`src/rtl/stopwatch_disp_pkg.sv`:
```
// Shared types, constants and the BCD-to-segment map for the stopwatch display mux.
package stopwatch_disp_pkg;

    typedef enum logic [1:0] {SNAP, ON, BLANK} disp_state_t;

    localparam int NUM_DIGITS = 6;

    // Active-high patterns, bit order {g,f,e,d,c,b,a}.
    localparam logic [6:0] SEG_OFF  = 7'h00;
    localparam logic [6:0] SEG_DASH = 7'h40;

    function automatic logic [6:0] bcd_to_seg(input logic [3:0] nibble);
        logic [6:0] pat;
        case (nibble)
            4'd0:    pat = 7'h3F;
            4'd1:    pat = 7'h06;
            4'd2:    pat = 7'h5B;
            4'd3:    pat = 7'h4F;
            4'd4:    pat = 7'h66;
            4'd5:    pat = 7'h6D;
            4'd6:    pat = 7'h7D;
            4'd7:    pat = 7'h07;
            4'd8:    pat = 7'h7F;
            4'd9:    pat = 7'h6F;
            default: pat = SEG_DASH;
        endcase
        return pat;
    endfunction

endpackage

```
`src/rtl/seg7_decoder.sv`:
```
// Combinational nibble to active-high 7-segment pattern; non-BCD nibbles show a dash.
module seg7_decoder
    import stopwatch_disp_pkg::*;
(
    input  logic [3:0] nibble_in,
    output logic [6:0] seg_out
);

    assign seg_out = bcd_to_seg(nibble_in);

endmodule

```
`src/rtl/stopwatch_display_mux.sv`:
```
// Six-digit multiplexed 7-segment driver: per-frame snapshot, inter-digit blanking,
// leading-zero suppression, decimal points and brightness PWM. All outputs registered.
module stopwatch_display_mux
    import stopwatch_disp_pkg::*;
#(
    parameter int CLK_FREQ_HZ   = 50_000_000,
    parameter int DIGIT_TIME_US = 1000,
    parameter int BLANK_CYCLES  = 500,
    parameter int ACTIVE_LOW    = 1
) (
    input  logic        clk,
    input  logic        rst,
    input  logic [23:0] bcd_data_in,
    input  logic [5:0]  dp_mask_in,
    input  logic        blank_lz_in,
    input  logic [3:0]  brightness_in,
    output logic [6:0]  seg_out,
    output logic        dp_out,
    output logic [5:0]  an_out,
    output logic        frame_tick_out
);

    localparam int DIGIT_CYCLES = CLK_FREQ_HZ / 1_000_000 * DIGIT_TIME_US;
    localparam int ON_CYCLES    = DIGIT_CYCLES - BLANK_CYCLES;
    localparam int CNT_W        = $clog2(DIGIT_CYCLES + 1);

    localparam logic [CNT_W-1:0] ON_LAST    = CNT_W'(ON_CYCLES - 1);
    localparam logic [CNT_W-1:0] BLANK_LAST = CNT_W'(BLANK_CYCLES - 1);
    localparam logic [CNT_W-1:0] CNT_ONE    = CNT_W'(1);
    localparam logic [2:0]       LAST_IDX   = 3'(NUM_DIGITS - 1);

    // XOR with the off level turns an active-high pattern into pin levels.
    localparam logic       OFF_LVL = (ACTIVE_LOW != 0);
    localparam logic [6:0] SEG_POL = {7{OFF_LVL}};
    localparam logic [5:0] AN_OFF  = {6{OFF_LVL}};

    disp_state_t      state_q, state_d;
    logic [2:0]       idx_q, idx_d;
    logic [CNT_W-1:0] slot_q, slot_d;
    logic [3:0]       pwm_q, pwm_d;
    logic [6:0]       seg_q, seg_d;
    logic             dp_q, dp_d;
    logic [5:0]       an_q, an_d;
    logic             tick_q, tick_d;

    logic [23:0]      snap_bcd_q, snap_bcd_d;
    logic [5:0]       snap_dp_q, snap_dp_d;
    logic             snap_lz_q, snap_lz_d;

    // Padded to 8 entries so a 3-bit index never falls outside the vector.
    logic [7:0][3:0]  nibs;
    logic [7:0]       dp_ext;
    logic [7:0]       supp;
    logic [2:0]       next_idx;
    logic [3:0]       dec_nib;
    logic [6:0]       dec_pat;
    logic [4:0]       duty;

    assign nibs     = {8'h00, snap_bcd_q};
    assign dp_ext   = {2'b00, snap_dp_q};
    assign next_idx = idx_q + 3'd1;
    assign duty     = {1'b0, brightness_in} + 5'd1;

    // A zero only hides if every more-significant digit is hidden as well.
    always_comb begin
        supp    = '0;
        supp[5] = snap_lz_q && (nibs[5] == 4'd0);
        supp[4] = supp[5] && (nibs[4] == 4'd0);
        supp[3] = supp[4] && (nibs[3] == 4'd0);
    end

    always_comb begin
        dec_nib = (state_q == SNAP) ? bcd_data_in[3:0] : nibs[next_idx];
    end

    seg7_decoder u_dec (
        .nibble_in (dec_nib),
        .seg_out   (dec_pat)
    );

    always_comb begin
        state_d    = state_q;
        idx_d      = idx_q;
        slot_d     = slot_q;
        pwm_d      = pwm_q;
        seg_d      = seg_q;
        dp_d       = dp_q;
        an_d       = AN_OFF;
        tick_d     = 1'b0;
        snap_bcd_d = snap_bcd_q;
        snap_dp_d  = snap_dp_q;
        snap_lz_d  = snap_lz_q;
        case (state_q)
            SNAP: begin
                snap_bcd_d = bcd_data_in;
                snap_dp_d  = dp_mask_in;
                snap_lz_d  = blank_lz_in;
                tick_d     = 1'b1;
                seg_d      = dec_pat ^ SEG_POL;
                dp_d       = dp_mask_in[0] ^ OFF_LVL;
                idx_d      = '0;
                slot_d     = '0;
                pwm_d      = '0;
                state_d    = ON;
            end
            ON: begin
                if (!supp[idx_q] && ({1'b0, pwm_q} < duty))
                    an_d = AN_OFF ^ (6'd1 << idx_q);
                pwm_d = pwm_q + 4'd1;
                if (slot_q == ON_LAST) begin
                    slot_d  = '0;
                    state_d = BLANK;
                end else begin
                    slot_d = slot_q + CNT_ONE;
                end
            end
            BLANK: begin
                // Segments change only while every anode is dark.
                if (slot_q == '0) begin
                    if (idx_q == LAST_IDX || supp[next_idx]) begin
                        seg_d = SEG_OFF ^ SEG_POL;
                        dp_d  = OFF_LVL;
                    end else begin
                        seg_d = dec_pat ^ SEG_POL;
                        dp_d  = dp_ext[next_idx] ^ OFF_LVL;
                    end
                end
                if (slot_q == BLANK_LAST) begin
                    slot_d = '0;
                    pwm_d  = '0;
                    if (idx_q == LAST_IDX) begin
                        state_d = SNAP;
                    end else begin
                        idx_d   = next_idx;
                        state_d = ON;
                    end
                end else begin
                    slot_d = slot_q + CNT_ONE;
                end
            end
            default: state_d = SNAP;
        endcase
    end

    always_ff @(posedge clk or posedge rst) begin
        if (rst) begin
            state_q <= SNAP;
            idx_q   <= '0;
            slot_q  <= '0;
            pwm_q   <= '0;
            seg_q   <= SEG_OFF ^ SEG_POL;
            dp_q    <= OFF_LVL;
            an_q    <= AN_OFF;
            tick_q  <= 1'b0;
        end else begin
            state_q <= state_d;
            idx_q   <= idx_d;
            slot_q  <= slot_d;
            pwm_q   <= pwm_d;
            seg_q   <= seg_d;
            dp_q    <= dp_d;
            an_q    <= an_d;
            tick_q  <= tick_d;
        end
    end

    // Snapshot is pure data; the first state after reset always reloads it.
    always_ff @(posedge clk) begin
        snap_bcd_q <= snap_bcd_d;
        snap_dp_q  <= snap_dp_d;
        snap_lz_q  <= snap_lz_d;
    end

    assign seg_out        = seg_q;
    assign dp_out         = dp_q;
    assign an_out         = an_q;
    assign frame_tick_out = tick_q;

endmodule

```
`config.mk`:
```
export PLATFORM = sky130hd
export DESIGN_NAME = stopwatch_display_mux
export DESIGN_NICKNAME = d
export VERILOG_FILES = /design/src/rtl/stopwatch_disp_pkg.sv /design/src/rtl/seg7_decoder.sv /design/src/rtl/stopwatch_display_mux.sv
export SDC_FILE = /design/constraint.sdc
export NUM_CORES = 1
export LEC_CHECK = 0
export ABC_AREA = 0
export CELL_PAD_IN_SITES_DETAIL_PLACEMENT = 0
export CELL_PAD_IN_SITES_GLOBAL_PLACEMENT = 1
export CORE_AREA = 5 5 103 105
export DETAILED_ROUTE_END_ITERATION = 8
export DIE_AREA = 0 0 108 110
export GPL_TIMING_DRIVEN = 0
export PLACE_DENSITY = 0.8
export RECOVER_POWER = 25
export SETUP_SLACK_MARGIN = 0.15
export SLEW_MARGIN = 15
export SYNTH_ARGS = -nofsm -noshare
export SYNTH_HDL_FRONTEND = slang
export SYNTH_SLANG_ARGS = --single-unit
```
`constraint.sdc`:
```
create_clock -name clk -period 8.2 [get_ports clk]
set_input_delay 0.82 -clock clk [delete_from_list [all_inputs] [get_ports clk]]
set_output_delay 0.82 -clock clk [all_outputs]
set_load 0.01 [all_outputs]
```
==> results.rst, run 1 <==
.. list-table::
   :header-rows: 1

   * - Metric
     - Value
   * - Post-Syn Nets
     - 373
   * - Minimum setup slack in the final design
     - 4440 ps
   * - Data arrival time at the worst-slack endpoint
     - around 4000 ps
   * - Slew Limit Fails
     - 35
   * - Die span in x
     - 108 um
   * - GR Util All Layers
     - 13.9%
   * - Leakage
     - 0.00174 uW
   * - Power density over cell area
     - between 150 and 200 nW/um^2
   * - Wire length on met3
     - 345 um
   * - EDFF count, synth
     - 31
   * - Cells after synthesis
     - 314
   * - Critical R2R Capture
     - seg_out[6]$_DFFE_PP1P_
   * - Top-level I/O count
     - 52
   * - Compound-Gate Fraction of Synth Area
     - 13.9%
   * - Sequential share of the synthesized area
     - 52.8%
   * - Detailed Route WL
     - 7790 um
   * - Final standard cell count with taps included and fillers excluded
     - 516
   * - Post-synth design cell area
     - 3690 um^2
   * - Number of buffers between clock root and the deepest sink
     - 2
   * - Worst setup path start
     - idx_q[0]$_DFFE_PP0P_
   * - Hold crit path type
     - reg -> reg
   * - Setup Viol. Count Final
     - 0
   * - Setup fix buffers added after clock tree synthesis
     - 0
   * - Measured slew at the worst slew-check pin
     - approximately 1900 ps
   * - Vias in the first global route
     - between 2000 and 3000
   * - Skew final
     - 6.77 ps
   * - Detail-routed via count per cell
     - 5.14
   * - Number of routed nets with antenna violations
     - 0
   * - Total met2 wirelength after detailed routing
     - about 3400 um
   * - Average routed wire per standard cell
     - 15.1 um
   * - Total negative slack for setup checks
     - 0 ps
   * - Startpoint class of the critical path
     - flip-flop
   * - Metal-1 WL
     - slightly below 4000 um
   * - Fraction of the cycle the final worst path needs
     - between 40% and 50%
   * - Avg Cell Area, Syn
     - 11.8 um^2
   * - RR Startpoint
     - idx_q[0]$_DFFE_PP0P_
   * - Proportion of synthesized flip-flops having asynchronous set or reset
     - 56.3%
   * - Final number of hold-violating endpoints
     - 0
   * - CTS clk-pin slew, worst paths
     - roughly 80 ps
   * - Via count
     - 2652
   * - Category of the worst setup path capture point
     - flip-flop
   * - RSZ-0062 raised after global routing
     - false
   * - Xor and xnor area share after synthesis
     - around 2.6%
   * - Clock period minus final worst setup slack
     - approximately 3800 ps
   * - Post-placement worst setup slack
     - 4450 ps
   * - Clock tree root driver cell
     - clkbuf_8
   * - Fraction of final layout cells sized beyond drive strength 1
     - 14.6%
   * - Worst endpoint required time
     - approximately 8400 ps
   * - IO Port Bufs
     - 51
   * - Hold-fix buffers, CTS
     - 0
   * - Gpl congestion
     - 0.846
   * - Clock latency on the worst-skew pair
     - between 300 and 400 ps
   * - Minimum hold slack
     - between 500 and 600 ps
   * - Maximum vdd ir drop
     - around 0.000096 V
   * - Overflow left after global routing
     - 0
   * - WS Path Type
     - reg -> reg
   * - Core region area
     - ~9500 um^2
   * - Filler Cells Inserted
     - 900
   * - Maximum clock frequency
     - 0.266 GHz
   * - CTS resizes
     - 0
   * - Post-detailed-route DRC marker count
     - 0
   * - Layout overhead on the synthesized area
     - 24.9%
   * - Initial drt markers
     - 104
   * - Clock sinks
     - 71
   * - Largest net degree at the start of global routing
     - 35
   * - Starting Density
     - 38.6%
   * - Post-synthesis share of cell area spent on and, or, nand and nor gates
     - 14.4%
   * - Number of distinct library cells after synthesis
     - between 50 and 60
   * - Num rows
     - 36
   * - Nets
     - about 440
   * - Antenna fix cells
     - 0
   * - Worst setup path endpoint
     - seg_out[6]$_DFFE_PP1P_
   * - Die height
     - about 110 um
   * - Deepest level of the CTS H-tree
     - 3
   * - Slack of the worst reg-to-reg path
     - 4440 ps
   * - Share of synthesized area spent on multiplexers
     - 5.97%
   * - Violations in the final reports
     - max-capacitance violations, max-slew violations
   * - Number of CTS-inserted buffers
     - 9
   * - Max-cap viol count
     - 1
   * - Die ar.
     - 11900 um^2
   * - Fraction of the mapped netlist area in adder cells
     - 7.46%
   * - Number of cells on the worst reg-to-reg path
     - 13
   * - Relative slew slack
     - -25.6%
   * - Worst-path maximum fanout
     - 10
   * - Main combinational cell family by area after synthesis
     - simple AND/OR/NAND/NOR gates
   * - Most common flop cell mapped by yosys
     - edfxtp_1
   * - Wire length of the first global-routing pass
     - 13100 um
   * - Yosys warning count
     - 0
   * - Yosys reg bits
     - 71
   * - Initial antenna violation count
     - 0
   * - Number of cells after detailed placement
     - 500
   * - Sum of net half-perimeters after detailed placement
     - 5780 um
   * - Highest layer used for signal routing
     - met4
   * - 1st-pass router iterations
     - 4
   * - Clock tree from TritonCTS
     - yes
   * - Outcome
     - complete, but fails checks
layout make-up:
class | instances | area (um^2) | area share (%)
Sequential cell | 71 | 1950 | 42.3
Multi-Input combinational cell | 217 | 1640 | 35.5
Timing Repair Buffer | 53 | 534 | 11.6
Tap cell | 133 | 166 | 3.61
Clock buffer | 9 | 124 | 2.69
Clock inverter | 7 | 95.1 | 2.06
Inverter | 16 | 60.1 | 1.30
Buffer | 10 | 42.5 | 0.923
worst max-delay path: stages, from the launching register on:
cell and delay (ps):
dfrtp_1 380, buf_2 210, buf_2 270, inv_1 140
ha_1 300, clkbuf_1 360, mux4_2 380, a22o_1 240
mux2i_1 460, inv_1 170, ha_1 210, or3_1 360
o211ai_1 100, a21oi_1 90
how the worst min path moves through the flow:
stage,start,endpoint,cells past startpoint
final,seg_out[1]$_DFFE_PP1P_,seg_out[1]$_DFFE_PP1P_,2
after global routing,seg_out[2]$_DFFE_PP1P_,seg_out[2]$_DFFE_PP1P_,2
after CTS,seg_out[1]$_DFFE_PP1P_,seg_out[1]$_DFFE_PP1P_,2
after detailed placement,seg_out[1]$_DFFE_PP1P_,seg_out[1]$_DFFE_PP1P_,2
after global placement,seg_out[4]$_DFFE_PP1P_,seg_out[4]$_DFFE_PP1P_,2
after floorplan,slot_q[1]$_DFFE_PP0P_,slot_q[1]$_DFFE_PP0P_,2
synthesized netlist by cell type (5+ instances only):
cell / n / area [um^2]
clkbuf_1: 6 / 22.5
a22o_1: 5 / 43.8
o211ai_1: 11 / 82.6
ha_1: 22 / 275
o21a_1: 5 / 37.5
nand4_1: 6 / 37.5
dfstp_2: 14 / 368
inv_1: 16 / 60.1
xnor2_1: 7 / 61.3
a21oi_1: 6 / 30.0
edfxtp_1: 31 / 931
nand2_1: 18 / 67.6
mux4_2: 5 / 113
dfrtp_1: 26 / 651
nand3_1: 12 / 60.1
nand2b_1: 6 / 37.5
nor4_1: 5 / 31.3
a31oi_1: 7 / 43.8
nor3_1: 7 / 35.0
o21ai_0: 13 / 65.1
nor2_1: 28 / 105
mux2_2: 6 / 67.6
power by group:
| group | internal (uW) | switching, uW | total, uW |
|---|---|---|---|
| Combinational | 22.0 | 13.9 | 35.9 |
| Clock | 172 | 137 | 310 |
| Sequential | 378 | 1.68 | 379 |
| Total | 572 | 153 | 725 |
state kept, by name (all words and copies together) (netlist names):
signal	count
an_out	6
dp_out	1
frame_tick_out	1
idx_q	3
pwm_q	4
seg_out	7
slot_q	16
snap_bcd_q	24
snap_dp_q	6
snap_lz_q	1
state_q	2
cells by family (layout without fill, tap and decap cells):
kind of cell    after synthesis  after routing
buf+inv                      26             95
compound gates               66             66
simple gates                103            103
mux                          15             15
flops                        71             71
fa+ha+maj                    22             22
xor+xnor                     11             11
metal layers:
layer  up-vias  GRT usage (%)
met5         -              0
met3         6           3.55
li1       1303              -
met4         0           4.87
met1      1291           19.8
met2        52           20.8
cells in the final DEF (no fill, tap or decap), types with 7 or more instances in the layout:
cell type	Yosys	routed
nand3_1	12	12
edfxtp_1	31	31
dfrtp_1	26	26
o21ai_0	13	13
o211ai_1	11	11
inv_1	16	16
ha_1	22	22
clkbuf_8	0	9
nor3_1	7	7
dlygate4sd3_1	0	31
dfstp_2	14	14
a31oi_1	7	7
clkdlybuf4s50_1	0	20
clkbuf_1	6	7
nand2_1	18	18
xnor2_1	7	7
nor2_1	28	28
metrics by stage:
stage	power [uW]	instance area (um^2)	util, %
global placement	425	4370	45.7
finish	725	4610	48.3
CTS	740	4630	48.5
floorplan	398	3690	-
detailed placement	427	4410	46.2
global route	754	4610	48.3
Power figures use the tool's default switching activity.
==> run 2: changes to the inputs <==
==> constraint.sdc (replaced) <==
create_clock -name clk -period 3.93 [get_ports clk]
set_input_delay 0.393 -clock clk [delete_from_list [all_inputs] [get_ports clk]]
set_output_delay 0.393 -clock clk [all_outputs]
set_load 0.01 [all_outputs]
==> run 2 against run 1 <==
  * The flow still finishes with violations (max-capacitance violations, max-slew violations)
  * Core utilization increased by 0.079 points
  * Worst setup slack lost 4000 ps
  * Sequential power is 110% higher
  * Worst hold slack about the same
==> results.rst, run 2 (same netlist as run 1, synthesis figures left out) <==
.. list-table::
   :header-rows: 1

   * - Metric
     - Value
   * - Outcome
     - complete, but fails checks
   * - Clock tree root driver cell
     - clkbuf_8
   * - Switching share of power
     - 21.1%
   * - Relative slew slack
     - -24.2%
   * - Detailed Route WL
     - 7790 um
   * - Worst endpoint required time
     - 4180 ps
   * - RR Startpoint
     - idx_q[0]$_DFFE_PP0P_
   * - Initial antenna violation count
     - 0
   * - Initial drt markers
     - 107
   * - Cell family contributing the most delay on the critical path
     - buffers and inverters
   * - Measured slew at the worst slew-check pin
     - 1860 ps
   * - GR Util All Layers
     - 13.9%
   * - Highest-count cells in the layout ignoring fill and taps
     - dlygate4sd3_1 (31), edfxtp_1 (31), nor2_1 (28), dfrtp_1 (26), ha_1 (21)
   * - Detail-routed via count per cell
     - 5.15
   * - Number of buffers between clock root and the deepest sink
     - 2
   * - Sw power
     - between 300 and 400 uW
   * - Core region area
     - between 9000 and 10000 um^2
   * - Worst setup path start
     - idx_q[0]$_DFFE_PP0P_
   * - P_int
     - 1190 uW
   * - Number of flip-flops under the largest register name
     - 24
   * - Clock sinks
     - 71
   * - IO Port Bufs
     - 51
   * - Sum of net half-perimeters after detailed placement
     - 5780 um
   * - Data arrival time at the worst-slack endpoint
     - 3690 ps
   * - Clock period minus final worst setup slack
     - ~3400 ps
   * - Top-level I/O count
     - 52
   * - Dpl cell area
     - 4410 um^2
   * - Hold-fix buffers, CTS
     - 0
   * - Largest net degree at the start of global routing
     - 35
   * - Post-route cell area
     - 4620 um^2
   * - Share of power burned in combinational logic
     - roughly 5.0%
   * - Wire length of the first global-routing pass
     - 13100 um
   * - Startpoint class of the critical path
     - flip-flop
   * - Total negative slack for setup checks
     - 0 ps
   * - Slew Limit Fails
     - 35
   * - Num rows
     - 36
   * - Share of power burned in registers
     - a little over half
   * - Die ar.
     - around 12000 um^2
   * - Hold_sp
     - seg_out[1]$_DFFE_PP1P_
   * - Number of routed nets with antenna violations
     - 0
   * - Crit-path cells
     - buf_2 -> buf_2 -> inv_1 -> ha_1 -> clkbuf_2 -> mux4_2 -> a221o_1 -> o21ai_0 -> inv_1 -> ha_1 -> or3_1 -> o211ai_1 -> a21oi_1
   * - Worst-path maximum fanout
     - 10
   * - Setup Viol. Count Final
     - 0
   * - Die height
     - 110 um
   * - CTS clk-pin slew, worst paths
     - roughly 80 ps
   * - 1st-pass router iterations
     - 4
   * - Antenna fix cells
     - 0
   * - Starting Density
     - 38.6%
   * - Clock latency on the worst-skew pair
     - between 300 and 400 ps
   * - Final number of hold-violating endpoints
     - 0
   * - Skew final
     - 6.85 ps
   * - Die span in x
     - 108 um
   * - Via count
     - 2655
   * - Slowest stage delay, CP
     - around 380 ps
   * - WS Path Type
     - reg -> reg
   * - Leakage
     - approximately 0.0017 uW
   * - Overflow left after global routing
     - 0
   * - Hold crit path type
     - reg -> reg
   * - Number of CTS-inserted buffers
     - 9
   * - Clock tree from TritonCTS
     - yes
   * - Category of the worst setup path capture point
     - flip-flop
   * - Post-detailed-route DRC marker count
     - 0
   * - Maximum clock frequency
     - 0.291 GHz
   * - Fraction of final layout cells sized beyond drive strength 1
     - 15.4%
   * - RSZ-0062 raised after global routing
     - false
   * - Deepest level of the CTS H-tree
     - 3
   * - Nets
     - 437
   * - Max-cap viol count
     - 1
   * - Standard cell with the maximum stage delay on the critical path
     - dfrtp_1
   * - Power density over cell area
     - 328 nW/um^2
   * - Most flop-heavy register
     - snap_bcd_q
   * - Layout overhead on the synthesized area
     - 25.1%
   * - Clock power share
     - 42.8%
   * - Vias in the first global route
     - ~2600
   * - Filler Cells Inserted
     - 898
   * - Violations in the final reports
     - max-capacitance violations, max-slew violations
   * - Maximum vdd ir drop
     - 0.000201 V
   * - Worst path buffer plus inverter count
     - 5
   * - Average routed wire per standard cell
     - about 15 um
   * - Fraction of the cycle the final worst path needs
     - 87.6%
   * - Gpl congestion
     - approximately 0.85
-- run 2: cell count changes in the layout (fill, tap and decap cells not counted) --
cell      before  now
clkbuf_1       7    6
clkbuf_2       0    1
ha_1          22   21
ha_2           0    1
mux2i_1        4    3
mux2i_2        0    1
-- run 2: worst reg2reg max path, stage by stage (launching register included) --
cell,delay [ps]
dfrtp_1,380
buf_2,210
buf_2,270
inv_1,140
ha_1,300
clkbuf_2,220
mux4_2,340
a221o_1,370
o21ai_0,200
inv_1,160
ha_1,220
or3_1,360
o211ai_1,100
a21oi_1,90
-- run 2: path summary, 6_finish.rpt --
path	to	slack (ps)	depth (start not counted)
min in group asynchronous	seg_out[3]$_DFFE_PP1P_	650	2
setup reg to reg	seg_out[6]$_DFFE_PP1P_	490	13
setup / recovery	seg_out[6]$_DFFE_PP1P_	490	13
hold / removal	seg_out[1]$_DFFE_PP1P_	500	2
hold reg to reg	seg_out[1]$_DFFE_PP1P_	500	2
max in group asynchronous	slot_q[1]$_DFFE_PP0P_	1490	3
-- run 2: power groups by stage --
stage	Combinational, uW	Clock (uW)	Sequential, uW
2_1_floorplan	19.1	0	811
3_3_place_gp	80.9	0	806
3_5_place_dp	85.0	0	807
4_1_cts	85.1	667	792
5_1_grt	81.9	699	793
6_report	74.9	647	791
-- run 2: routing by layer --
| metal | vias to the layer above | wire length (um) | global-route usage [%] | part of all wire, % |
|---|---|---|---|---|
| li1 | 1306 | - | - | - |
| met1 | 1289 | 3900 | 19.8 | 50 |
| met2 | 55 | 3420 | 20.8 | 44 |
| met3 | 5 | 361 | 3.55 | 4.6 |
| met4 | 0 | 106 | 4.87 | 1.4 |
| met5 | - | 0 | 0 | 0 |
-- run 2: repair_timing --
action	4_1_cts	5_1_grt
endpoints found under the setup margin	0	5
buffers inserted	0	0
resized for setup	0	3
-- run 2: final cells by class --
cell class                 instances  area [um^2]  share of cell area (%)
inverter                          16         60.1                    1.30
clock inverter                     7         95.1                    2.06
sequential                        71         1950                    42.2
multi-input combinational        217         1640                    35.6
tap                              133          166                    3.60
timing repair buffer              53          534                    11.6
clock buffer                       9          124                    2.68
buffer                            10         43.8                   0.949
-- run 2: stage by stage --
step           total power (uW)  worst slack, ps  util (%)  std cells  hold WS [ps]
3_5_place_dp                892              182      46.2        500           493
4_1_cts                    1540              167      48.5        516           461
2_1_floorplan               830              753         -        314           492
5_1_grt                    1570              209      48.3        516           523
3_3_place_gp                887              175      45.7        498           495
6_report                   1510              488      48.3        516           501
